<file path="config.mk">
export PLATFORM = sky130hd
export DESIGN_NAME = decode_pipe
export DESIGN_NICKNAME = d
export VERILOG_FILES = /design/src/rtl/decode_pipe.sv
export SDC_FILE = /design/constraint.sdc
export NUM_CORES = 2
export LEC_CHECK = 0
export CAP_MARGIN = 20
export CORE_MARGIN = 1
export CORE_UTILIZATION = 60
export CTS_BUF_LIST = sky130_fd_sc_hd__clkbuf_2 sky130_fd_sc_hd__clkbuf_4 sky130_fd_sc_hd__clkbuf_8
export DETAILED_ROUTE_END_ITERATION = 10
export PLACE_DENSITY = 0.8
export RECOVER_POWER = 50
export SLEW_MARGIN = 20
export SYNTH_ARGS = -nofsm -noshare
export SYNTH_HDL_FRONTEND = slang
export SYNTH_SLANG_ARGS = --single-unit
</file>
<file path="constraint.sdc">
create_clock -name clk -period 3.3 [get_ports clk]
set_input_delay 0.66 -clock clk [delete_from_list [all_inputs] [get_ports clk]]
set_output_delay 0.66 -clock clk [all_outputs]
set_load 0.05 [all_outputs]
</file>
<file path="src/rtl/decode_pipe.sv">
// Decode stage: register file with write-first bypass, immediate generation,
// load-use hazard detection and the ID/EX pipeline register.
module decode_pipe #(
  parameter int DATA_WIDTH = 32,
  parameter int ADDR_WIDTH = 5,
  parameter int CTRL_WIDTH = 12
) (
  input  logic                  clk,
  input  logic                  rst,
  input  logic                  valid_D,
  input  logic [31:0]           instr_D,
  input  logic [DATA_WIDTH-1:0] pc_D,
  input  logic [CTRL_WIDTH-1:0] ctrl_D,
  input  logic [2:0]            ImmSrc_D,
  input  logic                  load_D,
  input  logic                  uses_rs2_D,
  input  logic                  flush_E,
  input  logic                  RegWrite_W,
  input  logic [ADDR_WIDTH-1:0] rd_W,
  input  logic [DATA_WIDTH-1:0] result_W,
  output logic                  stall_D,
  output logic                  valid_E,
  output logic [CTRL_WIDTH-1:0] ctrl_E,
  output logic [DATA_WIDTH-1:0] rd1_E,
  output logic [DATA_WIDTH-1:0] rd2_E,
  output logic [DATA_WIDTH-1:0] ImmExt_E,
  output logic [DATA_WIDTH-1:0] pc_E,
  output logic [ADDR_WIDTH-1:0] rs1_E,
  output logic [ADDR_WIDTH-1:0] rs2_E,
  output logic [ADDR_WIDTH-1:0] rd_E,
  output logic [DATA_WIDTH-1:0] a0
);
  localparam int NREGS = 2 ** ADDR_WIDTH;

  function automatic logic [31:0] imm32(input logic [31:0] i, input logic [2:0] src);
    logic [31:0] v;
    case (src)
      3'd0:    v = {{20{i[31]}}, i[31:20]};
      3'd1:    v = {{20{i[31]}}, i[31:25], i[11:7]};
      3'd2:    v = {{20{i[31]}}, i[7], i[30:25], i[11:8], 1'b0};
      3'd3:    v = {i[31:12], 12'h000};
      3'd4:    v = {{12{i[31]}}, i[19:12], i[20], i[30:21], 1'b0};
      default: v = 32'h0000_0000;
    endcase
    return v;
  endfunction

  logic [DATA_WIDTH-1:0] regs_r [NREGS];
  logic [ADDR_WIDTH-1:0] rs1_s, rs2_s, rd_s;
  logic [DATA_WIDTH-1:0] rd1_s, rd2_s, imm_s;
  logic                  we_s;
  logic                  load_e_r;
  logic                  unused_ok_s;

  assign rs1_s = ADDR_WIDTH'(instr_D[19:15]);
  assign rs2_s = ADDR_WIDTH'(instr_D[24:20]);
  assign rd_s  = ADDR_WIDTH'(instr_D[11:7]);
  assign imm_s = DATA_WIDTH'($signed(imm32(instr_D, ImmSrc_D)));
  assign we_s  = RegWrite_W && (rd_W != '0);
  assign unused_ok_s = &{1'b0, instr_D[6:0]};

  // Operand reads: x0 is hardwired, a same-cycle writeback wins over the array.
  always_comb begin
    rd1_s = '0;
    rd2_s = '0;
    if (rs1_s == '0) begin
      rd1_s = '0;
    end else if (we_s && (rd_W == rs1_s)) begin
      rd1_s = result_W;
    end else begin
      rd1_s = regs_r[rs1_s];
    end
    if (rs2_s == '0) begin
      rd2_s = '0;
    end else if (we_s && (rd_W == rs2_s)) begin
      rd2_s = result_W;
    end else begin
      rd2_s = regs_r[rs2_s];
    end
  end

  // Load-use hazard: the load in EX has not produced its data yet.
  always_comb begin
    stall_D = 1'b0;
    if (valid_D && valid_E && load_e_r && (rd_E != '0)) begin
      stall_D = (rs1_s == rd_E) || (uses_rs2_D && (rs2_s == rd_E));
    end else begin
      stall_D = 1'b0;
    end
  end

  // Register file storage; writes are independent of stall and flush.
  always_ff @(posedge clk) begin
    if (rst) begin
      for (int k = 0; k < NREGS; k++) regs_r[k] <= '0;
    end else if (we_s) begin
      regs_r[rd_W] <= result_W;
    end
  end

  generate
    if (NREGS > 10) begin : g_a0
      assign a0 = regs_r[ADDR_WIDTH'(10)];
    end else begin : g_no_a0
      assign a0 = '0;
    end
  endgenerate

  // ID/EX register; a bubble only kills the control-relevant fields and holds the rest.
  always_ff @(posedge clk) begin
    if (rst) begin
      valid_E  <= 1'b0;
      load_e_r <= 1'b0;
      ctrl_E   <= '0;
      rd1_E    <= '0;
      rd2_E    <= '0;
      ImmExt_E <= '0;
      pc_E     <= '0;
      rs1_E    <= '0;
      rs2_E    <= '0;
      rd_E     <= '0;
    end else if (flush_E || stall_D) begin
      valid_E  <= 1'b0;
      load_e_r <= 1'b0;
      ctrl_E   <= '0;
      rd_E     <= '0;
    end else begin
      valid_E  <= valid_D;
      load_e_r <= valid_D && load_D;
      ctrl_E   <= valid_D ? ctrl_D : '0;
      rd1_E    <= rd1_s;
      rd2_E    <= rd2_s;
      ImmExt_E <= imm_s;
      pc_E     <= pc_D;
      rs1_E    <= rs1_s;
      rs2_E    <= rs2_s;
      rd_E     <= rd_s;
    end
  end
endmodule

</file>
==> impl_metrics.toml <==
[clock_network]
cts_sinks = 1181
ctsHtreeMaxLevel = 4
cts_buffer_depth = 3
clock_latency_ns = 0.91
cts_tree = "yes"
clkTransAtPathRegs_ns = 0.06
cts_made_buffers = 191
cts_root_buffer = "clkbuf_8"
postCtsSetupRepairBufs = 0

[worst_setup_path]
crit_chain = "dlygate4sd3_1, or3_1, buf_4, nand4bb_1, clkbuf_1, nor2_2, or2_2, buf_8"
cp_max_fo = 28
end_kind = "flip-flop"
path_class = "in -> reg"
cp.required_ns = 3.88
arrival_ns = 3.93
crit_path_start_kind = "input port"
cpMaxStageDelayCell = "clkbuf_1"
slowest_delay_ns = 1.23

[timing]
worst_slack_ns = -0.0421
fin_skew_ns = 0.0438
period_needed_ns = 3.34
max_slew_margin = -0.125
worstMarginPinSlew_ns = 1.69
tns_ns = -1.31
period_share = 1.01
setup_viol = 70
max_freq_mhz = 299
rsz0062_at_grt = "false"
drv_slew = 28
hold_viol = 0

[floorplanning]
fp.dieH_um = 320
die_w_um = 320
io_pins = 312
dieArea_um2 = 103000
start_util = 0.606
core_um2 = 100000
rows = 116

[yosys]
synth_cell_types = 51
netlist_area_um2 = 60800
syn_avg_cell_area_um2 = 15.0
synth_edf_count = 1024
synthTopCellsByArea = "edfxtp_1, mux4_2, and2_1"
synth_top_area_frac = 0.506
seq_area_frac_synth = 0.557
netlist_instances = 4047
yosysTopAreaCell = "edfxtp_1"
ys_seq_elements = 1181
ys_async_sr_fraction = 0
ys_warn_count = 0
ys.flop_type = "edfxtp_1"

[final_layout]
multiInputGateArea_um2 = 25000
area_growth_syn_to_layout_pct = 16.0
nNetsFinal = 4525
layout-drive-gt1-share = 0.270
fill_cells = 6464
ff_latch_area_um2 = 33900
final_cells = 5929
final_cell_mix = "edfxtp_1, and2_1, mux4_2"
finish.utilization = 0.703
layout_commonest_cell = "edfxtp_1"

[flow_run]
maxCapViolations = 2

[power]
powerDensity_nw_per_um2 = 518
peakVddDrop_v = 0.000384
power_w = 0.0365
p_leak_nw = 24.9

[global_routing]
grt_pass1_wl_um = 267000
grt_pass1_vias = 40100
grt_max_degree = 115
overflow = 0
track_usage = 0.365
antenna_found_initial = 2

[routing]
drtIter0Drc = 5553
drc_errors = 0
antenna_left = 0
drtPass1Iterations = 6
vias = 40000
wl_um = 186000
routed_via_density = 6.75
wl_per_cell_um = 31.4

[outcome]
violations = "capacitance limit, slew limit, setup timing"
outcome = "finished, violations left"

[placed_design]
numPortBuffers = 304
hpwl_um = 114000
gp_congestion = 0.934
pre_cts_slack_ns = -0.161
placedCellCount = 5566

[hold_path]
hold_class = "in -> reg"
-- logic make-up after synthesis --
family                    share of synthesized area
DFF                                           0.557
buffers and inverters                        0.0355
AOI/OAI and AO/OA                            0.0367
and+or+nand+nor                               0.130
muxes                                         0.238
xor gates and xnor gates                    0.00274
other                                     0.0000617
-- what timing repair did --
action / in CTS / in global routing
endpoints found under the setup margin: 1 / 1
resized for setup: 5 / 2
cloned: 0 / 0
hold buffers: 0 / 0
-- where the power goes --
part,total (W),switching [W],internal (W)
clock network,0.0138,0.00610,0.00774
logic,0.00510,0.00288,0.00222
registers,0.0176,0.000505,0.0171
total,0.0365,0.00949,0.0270
-- sequential cells by signal, summed over array words and instances (netlist names) --
register / cells
rs1_E: 5
regs_r: 1024
rd2_E: 32
ctrl_E: 12
pc_E: 32
load_e_r: 1
rs2_E: 5
ImmExt_E: 32
valid_E: 1
rd_E: 5
rd1_E: 32
-- path summary, 6_finish.rpt --
check / from / endpoint / slack, ns / cells after the start
worst max-delay path: rd_W[2] / regs_r[24][11]$_SDFFCE_PN0P_ / -0.04 / 8
worst min-delay path: instr_D[15] / rs1_E[0]$_SDFFE_PP0N_ / 0.15 / 3
worst max register to register: rd_E[1]$_SDFF_PP0_ / rd2_E[0]$_SDFFE_PP0N_ / 0.28 / 7
worst min register to register: ImmExt_E[14]$_SDFFE_PP0N_ / ImmExt_E[14]$_SDFFE_PP0N_ / 0.47 / 1
-- worst max-delay path, delay by kind of cell --
family | cells | cell delay [ns]
buf+inv | 4 | 2.24
simple gates | 4 | 0.99
-- stage by stage --
stage / hold WS, ns / cell area (µm²)
2_1_floorplan: 0.695 / 60900
3_3_place_gp: 0.449 / 66800
3_5_place_dp: 0.453 / 66800
4_1_cts: 0.0948 / 71000
5_1_grt: 0.152 / 70500
6_report: 0.153 / 70500
-- metal layers --
| metal | vias up | share of wire | wire, µm | GRT usage |
|---|---|---|---|---|
| met5 | - | 0 | 0 | 0 |
| met4 | 0 | 0.065 | 12100 | 0.218 |
| met2 | 3176 | 0.47 | 86800 | 0.573 |
| li1 | 16200 | - | - | - |
| met3 | 606 | 0.13 | 24400 | 0.0919 |
| met1 | 20000 | 0.34 | 62800 | 0.462 |
-- cells in the mapped netlist (all sizes together), types with 3 or more instances --
cell / n
a211o: 26
buf: 149
or2: 32
clkinv: 4
nand3b: 8
nor4: 3
or4: 3
mux4: 550
nor2b: 31
nand2b: 9
mux2: 33
nor3b: 63
o221ai: 32
nand2: 7
a211oi: 42
xnor2: 5
xor2: 14
o21ai: 12
edfxtp: 1024
dfxtp: 157
o2bb2ai: 9
and2: 968
a31oi: 4
a221o: 62
mux2i: 169
a21oi: 65
nor3: 33
inv: 44
clkbuf: 289
o22ai: 31
nor2: 144
nand3: 11
-- layout make-up --
type,count,share of cell area
antenna,4,0.000142
clock buffer,290,0.0503
clock inverter,69,0.00907
inverter,48,0.00255
multi-input combinational,2411,0.354
sequential,1181,0.481
tap,1357,0.0241
timing repair buffer,569,0.0792
Power figures use the tool's default switching activity.
